`config.mk`:
```
export PLATFORM = sky130hd
export DESIGN_NAME = tdm_scan_ctrl
export DESIGN_NICKNAME = d
export VERILOG_FILES = /design/src/rtl/tdm_scan_pkg.sv /design/src/rtl/tdm_scan_ctrl_next_ch.sv /design/src/rtl/tdm_scan_ctrl.sv
export SDC_FILE = /design/constraint.sdc
export NUM_CORES = 1
export LEC_CHECK = 0
export BUFFER_PORTS_ARGS = -buffer_cell sky130_fd_sc_hd__clkbuf_2
export CORE_MARGIN = 1
export CORE_UTILIZATION = 56
export DETAILED_ROUTE_END_ITERATION = 7
export GPL_ROUTABILITY_DRIVEN = 0
export GPL_TIMING_DRIVEN = 0
export MAX_ROUTING_LAYER = met4
export PLACE_DENSITY = 0.89
export RECOVER_POWER = 100
export SYNTH_ARGS = -nofsm -noshare
export SYNTH_HDL_FRONTEND = slang
export SYNTH_SLANG_ARGS = --single-unit
```
`constraint.sdc`:
```
create_clock -name clk -period 2.2 [get_ports clk]
set_input_delay 0.44 -clock clk [delete_from_list [all_inputs] [get_ports clk]]
set_output_delay 0.44 -clock clk [all_outputs]
set_load 0.01 [all_outputs]
```
`src/rtl/tdm_scan_pkg.sv`:
```
// Shared constants and FSM state encoding for the TDM select-line scanner.
package tdm_scan_pkg;
    localparam int NUM_CH = 4;
    localparam int SEL_W  = $clog2(NUM_CH);

    typedef enum logic [1:0] {
        IDLE   = 2'd0,
        DWELL  = 2'd1,
        SAMPLE = 2'd2
    } state_e;
endpackage

```
`src/rtl/tdm_scan_ctrl_next_ch.sv`:
```
// Combinational channel finder: lowest enabled channel, and next enabled channel above cur.
module tdm_next_ch
    import tdm_scan_pkg::*;
(
    input  logic [NUM_CH-1:0] mask,
    input  logic [SEL_W-1:0]  cur,
    output logic [SEL_W-1:0]  nxt,
    output logic              wrap,
    output logic [SEL_W-1:0]  first
);
    // Scanning downward leaves the lowest qualifying index as the winner.
    always_comb begin
        first = '0;
        for (int i = NUM_CH - 1; i >= 0; i--) begin
            if (mask[i]) first = SEL_W'(i);
        end
        nxt  = first;
        wrap = 1'b1;
        for (int i = NUM_CH - 1; i >= 0; i--) begin
            if (mask[i] && (i > int'(cur))) begin
                nxt  = SEL_W'(i);
                wrap = 1'b0;
            end
        end
    end
endmodule

```
`src/rtl/tdm_scan_ctrl.sv`:
```
// Round-robin mux select sequencer with per-channel dwell and frame capture.
// Optional channel masking is enabled by defining TDM_SCAN_MASK_EN.
module tdm_scan_ctrl
    import tdm_scan_pkg::*;
#(
    parameter int DWELL_W = 8
) (
    input  logic               clk,
    input  logic               rst_n,
    input  logic               start,
    input  logic               stop,
    input  logic [DWELL_W-1:0] dwell,
`ifdef TDM_SCAN_MASK_EN
    input  logic [NUM_CH-1:0]  ch_mask,
`endif
    input  logic               mux_y,
    output logic [SEL_W-1:0]   sel,
    output logic               busy,
    output logic               sample_valid,
    output logic [SEL_W-1:0]   sample_ch,
    output logic               sample_bit,
    output logic [NUM_CH-1:0]  frame,
    output logic               frame_valid
);
    logic [NUM_CH-1:0]  mask_eff;
    logic [DWELL_W-1:0] dwell_eff;

`ifdef TDM_SCAN_MASK_EN
    assign mask_eff = ch_mask;
`else
    assign mask_eff = '1;
`endif
    assign dwell_eff = (dwell == '0) ? DWELL_W'(1) : dwell;

    state_e             state_q;
    logic [NUM_CH-1:0]  mask_q;
    logic [DWELL_W-1:0] dlen_q;
    logic [DWELL_W-1:0] cnt_q;
    logic [NUM_CH-1:0]  shadow_q;
    logic [NUM_CH-1:0]  shadow_d;
    logic [NUM_CH-1:0]  frame_q;
    logic [SEL_W-1:0]   sel_q;
    logic [SEL_W-1:0]   sample_ch_q;
    logic               busy_q;
    logic               stop_pend_q;
    logic               sample_valid_q;
    logic               sample_bit_q;
    logic               frame_valid_q;

    logic [SEL_W-1:0]   adv_nxt;
    logic               adv_wrap;
    logic [SEL_W-1:0]   adv_first;
    logic [SEL_W-1:0]   new_first;
    logic [SEL_W-1:0]   new_nxt;
    logic               new_wrap;

    // Advance within the latched frame mask.
    tdm_next_ch u_adv (
        .mask  (mask_q),
        .cur   (sel_q),
        .nxt   (adv_nxt),
        .wrap  (adv_wrap),
        .first (adv_first)
    );

    // First channel of the live mask, used when a new frame is latched.
    tdm_next_ch u_first (
        .mask  (mask_eff),
        .cur   ('0),
        .nxt   (new_nxt),
        .wrap  (new_wrap),
        .first (new_first)
    );

    logic unused_ok;
    assign unused_ok = ^{adv_first, new_nxt, new_wrap};

    always_comb begin
        shadow_d        = shadow_q;
        shadow_d[sel_q] = mux_y;
    end

    always_ff @(posedge clk or negedge rst_n) begin
        if (!rst_n) begin
            state_q        <= IDLE;
            mask_q         <= '0;
            dlen_q         <= '0;
            cnt_q          <= '0;
            shadow_q       <= '0;
            frame_q        <= '0;
            sel_q          <= '0;
            sample_ch_q    <= '0;
            busy_q         <= 1'b0;
            stop_pend_q    <= 1'b0;
            sample_valid_q <= 1'b0;
            sample_bit_q   <= 1'b0;
            frame_valid_q  <= 1'b0;
        end else begin
            sample_valid_q <= 1'b0;
            frame_valid_q  <= 1'b0;
            case (state_q)
                IDLE: begin
                    // busy lingers one cycle after a stop so it drops after frame_valid
                    busy_q <= 1'b0;
                    if (start && !busy_q && (mask_eff != '0)) begin
                        state_q     <= DWELL;
                        mask_q      <= mask_eff;
                        dlen_q      <= dwell_eff;
                        cnt_q       <= DWELL_W'(1);
                        sel_q       <= new_first;
                        busy_q      <= 1'b1;
                        stop_pend_q <= stop;
                    end
                end
                DWELL: begin
                    if (stop) stop_pend_q <= 1'b1;
                    if (cnt_q == dlen_q) state_q <= SAMPLE;
                    else                 cnt_q   <= cnt_q + DWELL_W'(1);
                end
                SAMPLE: begin
                    sample_valid_q <= 1'b1;
                    sample_ch_q    <= sel_q;
                    sample_bit_q   <= mux_y;
                    cnt_q          <= DWELL_W'(1);
                    if (adv_wrap) begin
                        frame_q       <= shadow_d & mask_q;
                        frame_valid_q <= 1'b1;
                        shadow_q      <= '0;
                        if (stop_pend_q || stop || (mask_eff == '0)) begin
                            state_q     <= IDLE;
                            stop_pend_q <= 1'b0;
                        end else begin
                            state_q <= DWELL;
                            mask_q  <= mask_eff;
                            dlen_q  <= dwell_eff;
                            sel_q   <= new_first;
                        end
                    end else begin
                        if (stop) stop_pend_q <= 1'b1;
                        shadow_q <= shadow_d;
                        sel_q    <= adv_nxt;
                        state_q  <= DWELL;
                    end
                end
                default: state_q <= IDLE;
            endcase
        end
    end

    assign sel          = sel_q;
    assign busy         = busy_q;
    assign sample_valid = sample_valid_q;
    assign sample_ch    = sample_ch_q;
    assign sample_bit   = sample_bit_q;
    assign frame        = frame_q;
    assign frame_valid  = frame_valid_q;
endmodule

```
==> results by group, run 1 <==
Outcome
  – Status: finished, violations left
  – Failing checks: capacitance limit, slew limit

Synthesis
  – Synth Area in XOR/XNOR: roughly 3.8%
  – #FFs+latches synth: 35
  – Synth cell types: 35
  – Post-Synth Adder-Cell Area: under 10%
  – Sequential area share after synthesis: 47.95%
  – Synth top area cells: dfrtp_1, mux2_4, xnor2_1
  – Synth area leader: dfrtp_1
  – Synth warn: 0
  – Synth Area in Compound Gates: 18.49%
  – Post-synth top flop: dfrtp_1
  – Yosys top cell area share: between 40 and 50%
  – Largest family of logic cells by synthesized area: compound AO/OA/AOI/OAI gates
  – Post-Syn Nets: 190
  – Synthesized area per cell: roughly 11 µm²
  – Number of synthesized flops with an enable pin: 0
  – Post-Synthesis Cells: between 150 and 200
  – Post-Synth Simple-Gate Area: 13.36%
  – Mux contribution to synthesized area: 9.315%
  – Async set-reset flop share out of synthesis: 100.0%
  – Mapped Area: between 0.0015 and 0.002 mm²

Timing
  – # setup viols final: 0
  – Max Freq: 480.1 MHz
  – Slew HR: -21.22%
  – Post-route clock period utilization: 94.67%
  – Final setup margin: 0.1173 ns
  – Final Hold Viols: 0
  – Slew Limit Fails: 36
  – Minimum clock period after layout: 2.083 ns
  – Skew final: 0.01141 ns
  – Worst-Margin Slew: 1.818 ns
  – Final setup TNS: 0 ns
  – RSZ-0062 raised after global routing: no

Critical path
  – CP max stage cell: o41a_1
  – Reg2Reg Depth: 7
  – Most used cell, CP: inv_1
  – Crit path max-delay family: compound AO/OA/AOI/OAI gates
  – Crit Reg-Reg Startpoint: state_q[0]$_DFFE_PN0P_
  – RR Endpoint: dlen_q[4]$_DFFE_PN0P_
  – Worst-path fanout max: 10
  – Worst path arrival time: 2.31 ns
  – Worst setup SP type: register
  – Flop2flop setup slack: 0.12 ns
  – Cell Chain, Critical Path: inv_1 > ha_1 > buf_4 > inv_1 > o41a_1 > nor2_8 > mux2_4
  – CP max stage delay: 0.50 ns
  – WS Path Type: register to register
  – Critical Path RT: 2.43 ns
  – Worst path buffer plus inverter count: 3
  – Setup crit end kind: register

Routing
  – Drt pass-1 iters: 4
  – DR vias/cell: roughly 5.7
  – DR vias: 1414
  – Initial DRC Count: 84
  – # DRC: 0
  – Drt wl/cell: 14.09 µm
  – Post-Route WL: around 3500 µm
  – Antenna Nets Post-Route: 0

Hold path
  – Hold endpoint: dlen_q[1]$_DFFE_PN0P_
  – Hold Path Stages: 2
  – Hold Crit Class: input pin to register
  – Min-delay src: dwell[1]

Final layout
  – Most common cell after layout, fill and taps aside: dfrtp_1
  – Layout cells sized above 1: between 15 and 20%
  – Storage cell area: 875.8 µm²
  – Core Util, Final: 66.02%
  – Area of the multi-input gates: 882.1 µm²
  – Fin nets: 221
  – Most frequent cells in the layout: dfrtp_1, clkbuf_1, nand2_1
  – Area growth syn-to-layout: 11.23%
  – # diodes: 0
  – Fill cells: 262

Global route
  – Grt total ovfl: 0
  – Vias in the first global route: about 1300
  – GRT Overall Usage: between 20% and 30%
  – Initial antenna violation count: 0
  – First-pass GRT wire length: 6030 µm
  – Largest net degree at the start of global routing: 36

Floorplanning
  – Core area: 0.003078 mm²
  – Row count: 20
  – Initial Util: about three fifths
  – Die X: 59.12 µm
  – Io pins: 25
  – DIE AREA: 0.003495 mm²
  – Chip height: 59.12 µm

Clock tree
  – H-tree Lvls: 2
  – Maximum root-to-sink buffer count: 2
  – Clock Latency Late Sink: 0.34 ns
  – Post-CTS Hold Fix Bufs: 0
  – Clk slew on worst S/H paths: 0.10 ns
  – Post-CTS setup buffers: 0
  – CTS-repair resized insts: 0
  – # clock sinks: 35
  – Inserted Clock Buffers: 5
  – TritonCTS clock tree: done
  – CTS Root Cell: clkbuf_4

Power
  – Register share of total power: between 40% and 50%
  – Leak: 0.8600 nW
  – Sw power: between 800 and 900 µW
  – Switching Share: 38.66%
  – Pwr per Cell Area: 1122 mW/mm²
  – Combinational share of power: a little over two fifths
  – Clock Power Share: 14.8%
  – P_int: 1.398 mW
  – Max VDD drop: approximately 0.8 mV
  – Total Power: 2.280 mW

Placed design
  – Number of port buffers: 24
  – Pre-CTS setup slack: 0.1562 ns
  – Final HPWL DP: between 2000 and 2500 µm

Job
  – Total of max-cap violations: 1
-- per-stage QoR --
stage	instance area (µm²)	hold WS [ns]	std cells
6_report	2032	0.3404	248
5_1_grt	2032	0.3442	248
4_1_cts	2052	0.1974	248
3_5_place_dp	2002	0.4958	240
3_3_place_gp	2002	0.4838	240
2_1_floorplan	1827	0.1444	172
-- cell usage after synthesis (6+ instances only) --
master     number
mux2_4          7
a21oi_1        13
o211ai_1        6
dfrtp_1        35
o2bb2ai_1       6
nor2_1         10
o21ai_0        10
nand2_1        14
xnor2_1         8
inv_1           7
-- kinds of logic (layout without fill, tap and decap cells) --
logic type / Yosys count / in the layout
AND/OR/NAND/NOR: 46 / 46
flip-flops: 35 / 35
multiplexers: 13 / 13
XOR/XNOR: 8 / 8
adder cells (fa/ha/maj): 5 / 5
buffers and inverters: 15 / 47
AO/OA/AOI/OAI: 50 / 50
-- how the worst max path moves through the flow --
stage | endpoint | from | slack [ns] | cells past startpoint
final | dlen_q[4]$_DFFE_PN0P_ | state_q[0]$_DFFE_PN0P_ | 0.12 | 7
after global routing | dlen_q[6]$_DFFE_PN0P_ | state_q[0]$_DFFE_PN0P_ | 0.02 | 7
after CTS | dlen_q[5]$_DFFE_PN0P_ | state_q[0]$_DFFE_PN0P_ | 0.14 | 7
after detailed placement | dlen_q[6]$_DFFE_PN0P_ | state_q[0]$_DFFE_PN0P_ | 0.16 | 7
after global placement | dlen_q[3]$_DFFE_PN0P_ | state_q[0]$_DFFE_PN0P_ | 0.17 | 7
after floorplan | dlen_q[1]$_DFFE_PN0P_ | state_q[0]$_DFFE_PN0P_ | 0.29 | 7
-- flip-flops by register name (all words and copies together) (netlist names), 2 cells and up --
name	cells
cnt_q	8
shadow_q	3
sample_ch	2
state_q	2
frame	4
dlen_q	8
sel	2
-- per-layer routing --
metal	up-vias	track usage, %	part of all wire, %
li1	687	-	-
met1	688	28.77	45
met2	33	39.61	50
met3	6	5.459	4.2
met4	0	9.184	1.4
met5	-	-	0
-- layout make-up --
class / count / share of cell area [%]
multi-input cells: 122 / 43.41
inverters: 8 / 1.478
repair buffers: 24 / 5.111
flip-flops and latches: 35 / 43.10
clock inverters: 1 / 0.2463
plain buffers: 7 / 1.724
well taps: 44 / 2.709
clock buffers: 7 / 2.217
-- power groups by stage --
stage / registers [mW] / clock network, mW / logic [mW]
5_1_grt: 0.993 / 0.367 / 1.09
4_1_cts: 0.969 / 0.347 / 0.983
6_report: 0.969 / 0.337 / 0.974
3_3_place_gp: 0.973 / 0 / 0.939
3_5_place_dp: 0.981 / 0 / 0.975
2_1_floorplan: 0.953 / 0 / 0.767
No activity file was read; power rests on OpenSTA's default activity.
==> run 2: changes to the inputs <==
--- a/config.mk
+++ b/config.mk
@@ -7,13 +7,15 @@
 export LEC_CHECK = 0
 export BUFFER_PORTS_ARGS = -buffer_cell sky130_fd_sc_hd__clkbuf_2
 export CORE_MARGIN = 1
-export CORE_UTILIZATION = 56
+export CORE_UTILIZATION = 38
+export CTS_CLUSTER_DIAMETER = 80
 export DETAILED_ROUTE_END_ITERATION = 7
 export GPL_ROUTABILITY_DRIVEN = 0
 export GPL_TIMING_DRIVEN = 0
 export MAX_ROUTING_LAYER = met4
-export PLACE_DENSITY = 0.89
+export PLACE_DENSITY = 0.67
 export RECOVER_POWER = 100
 export SYNTH_ARGS = -nofsm -noshare
 export SYNTH_HDL_FRONTEND = slang
+export SYNTH_HIERARCHICAL = 1
 export SYNTH_SLANG_ARGS = --single-unit
==> run 2 against run 1 <==
Effect of this change:
- via count rose by 13%
- the flow now finishes without violations
- largest cell class unchanged
- clock power increased by 76%
- first-iteration DRC count is 45% lower
- setup slack got worse by 0.026 ns
- worst hold slack worse by 0.077 ns
- sequential cell count increased by 1
- routed wire length rose by 13%
- power grew 33%
- non-clock buffer count grew 6
- critical path type unchanged
- global-route usage decreased by 8.0 points
- final cell count rose by 27%
==> results by group, run 2 <==
Outcome
  – Status: finished clean

Floorplanning
  – Chip height: 75.04 µm (+27%)
  – DIE AREA: 0.005630 mm² (+61%)
  – Core area: 0.005107 mm² (+66%)
  – Row count: 26 (+30%)
  – Die X: 75.04 µm (+27%)
  – Initial Util: 39.69% (-20 points)
  – Io pins: 25 (unchanged)

Clock tree
  – CTS Root Cell: clkbuf_8
  – Maximum root-to-sink buffer count: 2 (unchanged)
  – # clock sinks: 36 (+2.9%)
  – Clk slew on worst S/H paths: 0.08 ns (-0.02 ns)
  – H-tree Lvls: 2 (unchanged)
  – Inserted Clock Buffers: 5 (unchanged)
  – TritonCTS clock tree: done
  – Clock Latency Late Sink: 0.30 ns (-0.04 ns)
  – Post-CTS Hold Fix Bufs: 0 (unchanged)

Critical path
  – Worst path arrival time: 2.28 ns (-0.03 ns)
  – WS Path Type: register to register
  – Setup crit end kind: register
  – Worst setup SP type: register
  – Critical Path RT: 2.37 ns (-0.06 ns)
  – Worst-path fanout max: 14 (+4)

Timing
  – Minimum clock period after layout: 2.109 ns (+0.02580 ns)
  – Skew final: 0.01181 ns (+0.0003979 ns)
  – Final Hold Viols: 0 (unchanged)
  – Final setup margin: 0.09149 ns (-0.02580 ns)
  – Post-route clock period utilization: 95.84% (+1.2 points)
  – # setup viols final: 0 (unchanged)
  – Max Freq: 474.3 MHz (-1.2%)
  – Worst-Margin Slew: 0.9044 ns (-0.9139 ns)
  – Slew HR: 39.71% (+61 points)
  – Slew Limit Fails: 0 (-100%)

Placed design
  – Pre-CTS setup slack: -0.2605 ns (-0.4167 ns)
  – Number of port buffers: 24 (unchanged)
  – Final HPWL DP: 2736 µm (+12%)

Power
  – Max VDD drop: 0.5424 mV (-34%)
  – Leak: 1.099 nW (+28%)
  – Pwr per Cell Area: 1262 mW/mm² (+12%)

Synthesis
  – Mapped Area: 0.002027 mm² (+11%)
  – Post-Synthesis Cells: 203 (+18%)
  – Synth warn: 6 (+6)
  – Synthesized area per cell: 9.985 µm² (-6.0%)

Global route
  – First-pass GRT wire length: 6561 µm (+8.8%)
  – GRT Overall Usage: 16.07% (-8.0 points)
  – Largest net degree at the start of global routing: 37 (+2.8%)
  – Initial antenna violation count: 0 (unchanged)
  – Grt total ovfl: 0 (unchanged)
  – Vias in the first global route: 1408 (+5.6%)

Final layout
  – Core Util, Final: 47.04% (-19 points)
  – Fin nets: 261 (+18%)
  – Layout cells sized above 1: 23.36% (+7.7 points)
  – Most frequent cells in the layout: dfrtp_1, nand2_1, clkbuf_1
  – Most common cell after layout, fill and taps aside: dfrtp_1
  – Largest regs: cnt_q: 8 flops, dlen_q: 8 flops
  – # diodes: 0 (unchanged)
  – Area growth syn-to-layout: 18.52%

Routing
  – Post-Route WL: 3943 µm (+13%)
  – DR vias/cell: 5.089 (-11%)
  – Drt wl/cell: 12.56 µm (-11%)
  – Drt pass-1 iters: 4 (unchanged)
  – Antenna Nets Post-Route: 0 (unchanged)
  – Initial DRC Count: 46 (-45%)
  – DR vias: 1598 (+13%)
  – # DRC: 0 (unchanged)

Job
  – Total of max-cap violations: 0 (-1)

Hold path
  – Hold Crit Class: input pin to asynchronous set/reset pin
run 2: stage by stage:
| step | power, mW | area (µm²) | instances | setup TNS [ns] | hold WS [ns] |
|---|---|---|---|---|---|
| 6_report | 3.031 | 2402 | 314 | 0 | 0.2631 |
| 5_1_grt | 3.272 | 2402 | 314 | -0.0004701 | 0.3384 |
| 4_1_cts | 3.035 | 2397 | 312 | 0 | 0.2974 |
| 3_5_place_dp | 2.371 | 2257 | 303 | -1.848 | 0.4794 |
| 3_3_place_gp | 2.343 | 2257 | 303 | -1.699 | 0.4662 |
| 2_1_floorplan | 2.069 | 2049 | 209 | 0 | 0.1444 |
run 2: repair_timing:
item | 4_1_cts | 5_1_grt
pin swaps | 1 | 0
setup endpoints to repair | 9 | 7
setup buffers | 1 | 3
gates resized for setup | 4 | 1
gates cloned | 0 | 0
run 2: cell type report:
cell class | count | area [µm²]
Fill cell | 506 | 2705
Multi-Input combinational cell | 149 | 1040
Sequential cell | 36 | 904.6
Timing Repair Buffer | 28 | 148.9
Tap cell | 70 | 87.58
Clock buffer | 5 | 68.82
Buffer | 9 | 57.56
Inverter | 14 | 52.55
Clock inverter | 3 | 42.54
run 2: final timing paths:
path / startpoint / endpoint / slack [ns] / depth (start not counted)
min: rst_n / cnt_q[4]$_DFFE_PN0P_ / 0.26 / 1
max: mask_q[2]$_DFFE_PN0P_ / dlen_q[5]$_DFFE_PN0P_ / 0.09 / 7
min in group clk: dwell[3] / dlen_q[3]$_DFFE_PN0P_ / 0.39 / 2
max reg2reg: mask_q[2]$_DFFE_PN0P_ / dlen_q[5]$_DFFE_PN0P_ / 0.09 / 7
min reg2reg: frame[3]$_DFFE_PN0P_ / frame[3]$_DFFE_PN0P_ / 0.49 / 2
max in group asynchronous: rst_n / sel[0]$_DFFE_PN0P_ / 1.32 / 1
run 2: routing by layer:
| layer | share of wire, % | track usage, % | vias up |
|---|---|---|---|
| li1 | - | - | 791 |
| met1 | 47 | 20.56 | 768 |
| met2 | 48 | 25.33 | 32 |
| met3 | 3.6 | 3.213 | 7 |
| met4 | 1.4 | 5.660 | 0 |
| met5 | 0 | - | - |
run 2: worst max-delay path: stages, from the launching register on:
cell and delay [ns]:
dfrtp_2 0.50, buf_4 0.19, a21oi_2 0.17, nand2_2 0.13, or3_4 0.36, a21oi_4 0.17
buf_12 0.14, mux2_2 0.32
run 2: power breakdown:
| part | total, mW | internal [mW] | switching, mW |
|---|---|---|---|
| logic | 1.36 | 0.669 | 0.690 |
| clock network | 0.592 | 0.336 | 0.256 |
| registers | 1.08 | 0.882 | 0.198 |
| total | 3.03 | 1.89 | 1.14 |
==> run 3: changes to the inputs <==
==> constraint.sdc (replaced) <==
create_clock -name clk -period 2 [get_ports clk]
set_input_delay 0.4 -clock clk [delete_from_list [all_inputs] [get_ports clk]]
set_output_delay 0.4 -clock clk [all_outputs]
set_load 0.01 [all_outputs]
==> run 3 against run 2 <==
Effect of this change:
- power grew 13%
- die area is the same
- via count is the same
- clock skew shrank 0.0079 ns
- final area grew 3.5%
==> results by group, run 3 (synthesis gave the netlist of run 2 again) <==
Final layout
  – Layout cells sized above 1: 31.05% (+7.7 points)
  – Most common cell after layout, fill and taps aside: dfrtp_1
  – Area growth syn-to-layout: 22.72%
  – # diodes: 0 (unchanged)
  – Fill cells: 479 (-5.3%)
  – Post-route cell area: 0.002487 mm² (+3.5%)
  – Largest regs: cnt_q: 8 flops, dlen_q: 8 flops
  – Core Util, Final: 48.70% (+1.7 points)
  – Storage cell area: 904.6 µm² (unchanged)
  – Fin nets: 265 (+1.5%)
  – Most frequent cells in the layout: dfrtp_1, clkbuf_2, nand2_1
  – Final Non-Filler Cells: 318 (+1.3%)
  – Area of the multi-input gates: 0.001071 mm² (+3.0%)

Routing
  – DR vias/cell: 5.025 (-1.3%)
  – Initial DRC Count: 68 (+48%)
  – Drt pass-1 iters: 4 (unchanged)
  – Antenna Nets Post-Route: 0 (unchanged)
  – Drt wl/cell: 12.67 µm (+0.87%)
  – Post-Route WL: 4028 µm (+2.2%)
  – DR vias: 1598 (unchanged)
  – # DRC: 0 (unchanged)

Timing
  – Minimum clock period after layout: 1.993 ns (-0.1154 ns)
  – RSZ-0062 raised after global routing: yes
  – Skew final: 0.003931 ns (-0.007877 ns)
  – Slew HR: 40.71% (+1.0 points)
  – # setup viols final: 0 (unchanged)
  – Final Hold Viols: 0 (unchanged)
  – Max Freq: 501.7 MHz (+5.8%)
  – Worst-Margin Slew: 0.8894 ns (-0.01507 ns)
  – Post-route clock period utilization: 99.66% (+3.8 points)
  – Final setup TNS: 0 ns (unchanged)
  – Slew Limit Fails: 0 (unchanged)

Floorplanning
  – Die X: 75.04 µm (unchanged)
  – Row count: 26 (unchanged)
  – Chip height: 75.04 µm (unchanged)
  – DIE AREA: 0.005630 mm² (unchanged)
  – Io pins: 25 (unchanged)
  – Core area: 0.005107 mm² (unchanged)
  – Initial Util: 39.69% (unchanged)

Global route
  – Initial antenna violation count: 0 (unchanged)
  – Vias in the first global route: 1442 (+2.4%)
  – First-pass GRT wire length: 6713 µm (+2.3%)
  – Largest net degree at the start of global routing: 37 (unchanged)
  – GRT Overall Usage: 16.29% (+0.22 points)
  – Grt total ovfl: 0 (unchanged)

Hold path
  – Hold Crit Class: input pin to asynchronous set/reset pin

Critical path
  – Worst path buffer plus inverter count: 1 (-1)
  – Cell Chain, Critical Path: nand2b_4 > a21oi_2 > a21oi_4 > nand2_4 > or3_4 > a21oi_4 > buf_12 > mux2_2
  – CP max stage cell: dfrtp_2
  – Worst setup SP type: register
  – Critical Path RT: 2.17 ns (-0.20 ns)
  – Worst path arrival time: 2.16 ns (-0.12 ns)
  – Worst-path fanout max: 9 (-5)
  – Setup crit end kind: register
  – CP max stage delay: 0.47 ns (-0.03 ns)
  – WS Path Type: register to register
  – Most used cell, CP: a21oi_4
  – Crit path max-delay family: simple AND/OR/NAND/NOR gates

Power
  – Total Power: 3.440 mW (+13%)
  – Pwr per Cell Area: 1383 mW/mm² (+9.6%)
  – Max VDD drop: 0.7961 mV (+47%)
  – Leak: 1.190 nW (+8.4%)

Clock tree
  – Clock Latency Late Sink: 0.28 ns (-0.02 ns)
  – # clock sinks: 36 (unchanged)
  – Maximum root-to-sink buffer count: 2 (unchanged)
  – CTS Root Cell: clkbuf_8
  – H-tree Lvls: 2 (unchanged)
  – Clk slew on worst S/H paths: 0.07 ns (about the same)
  – TritonCTS clock tree: done
  – Inserted Clock Buffers: 5 (unchanged)

Outcome
  – Status: finished clean

Placed design
  – DP Area: 0.002286 mm² (+1.3%)
  – Placed Cells: 303 (unchanged)
  – Number of port buffers: 24 (unchanged)
  – Final HPWL DP: 2772 µm (+1.3%)

Job
  – Total of max-cap violations: 0 (unchanged)
## run 3: power by group
part | total [mW] | internal (mW) | switching, mW
logic | 1.65 | 0.820 | 0.827
registers | 1.17 | 0.971 | 0.198
clock network | 0.623 | 0.370 | 0.254
total | 3.44 | 2.16 | 1.28
## run 3: final timing paths
path                                        from                    end  slack [ns]  depth (start not counted)
setup / recovery           mask_q[2]$_DFFE_PN0P_  dlen_q[7]$_DFFE_PN0P_       0.007                          8
hold / removal                             rst_n       busy$_DFFE_PN0P_        0.23                          1
setup reg to reg           mask_q[2]$_DFFE_PN0P_  dlen_q[7]$_DFFE_PN0P_       0.007                          8
hold reg to reg             frame[2]$_DFFE_PN0P_   frame[2]$_DFFE_PN0P_        0.49                          2
max in group asynchronous                  rst_n     sel[0]$_DFFE_PN0P_        1.16                          1
min in group clk                        dwell[3]  dlen_q[3]$_DFFE_PN0P_        0.37                          2
## run 3: repair_timing
item	CTS	global route
endpoints found under the setup margin	9	11
buffers inserted	7	1
pin swaps	1	0
hold buffers	0	0
resized for setup	4	6
## run 3: worst register-to-register path, delay by kind of cell, from the launching register on
| kind | cells | cell delay [ns] |
|---|---|---|
| simple gates | 3 | 0.55 |
| flops | 1 | 0.47 |
| compound gates | 3 | 0.39 |
| mux | 1 | 0.33 |
| buf+inv | 1 | 0.15 |
## run 3: metrics by stage
| stage | worst slack, ns | hold slack [ns] |
|---|---|---|
| detailed placement | -0.2598 | 0.4692 |
| floorplan | -0.003739 | 0.1044 |
| global route | -0.06241 | 0.3104 |
| global placement | -0.2600 | 0.4639 |
| finish | 0.006899 | 0.2286 |
| CTS | 0.01028 | 0.2627 |
## run 3: layout make-up
type	instances	area share, %
inverters	14	2.113
multi-input cells	149	43.06
clock buffers	6	2.917
plain buffers	9	2.867
flip-flops and latches	36	36.37
well taps	70	3.521
repair buffers	32	7.746
clock inverters	2	1.408
## run 3: routing by layer
metal,global-route usage [%],vias to the layer above,part of all wire (%)
met5,-,-,0
met3,3.614,0,4.5
met1,21.05,756,49
met4,3.354,0,0
li1,-,798,-
met2,26.33,44,46
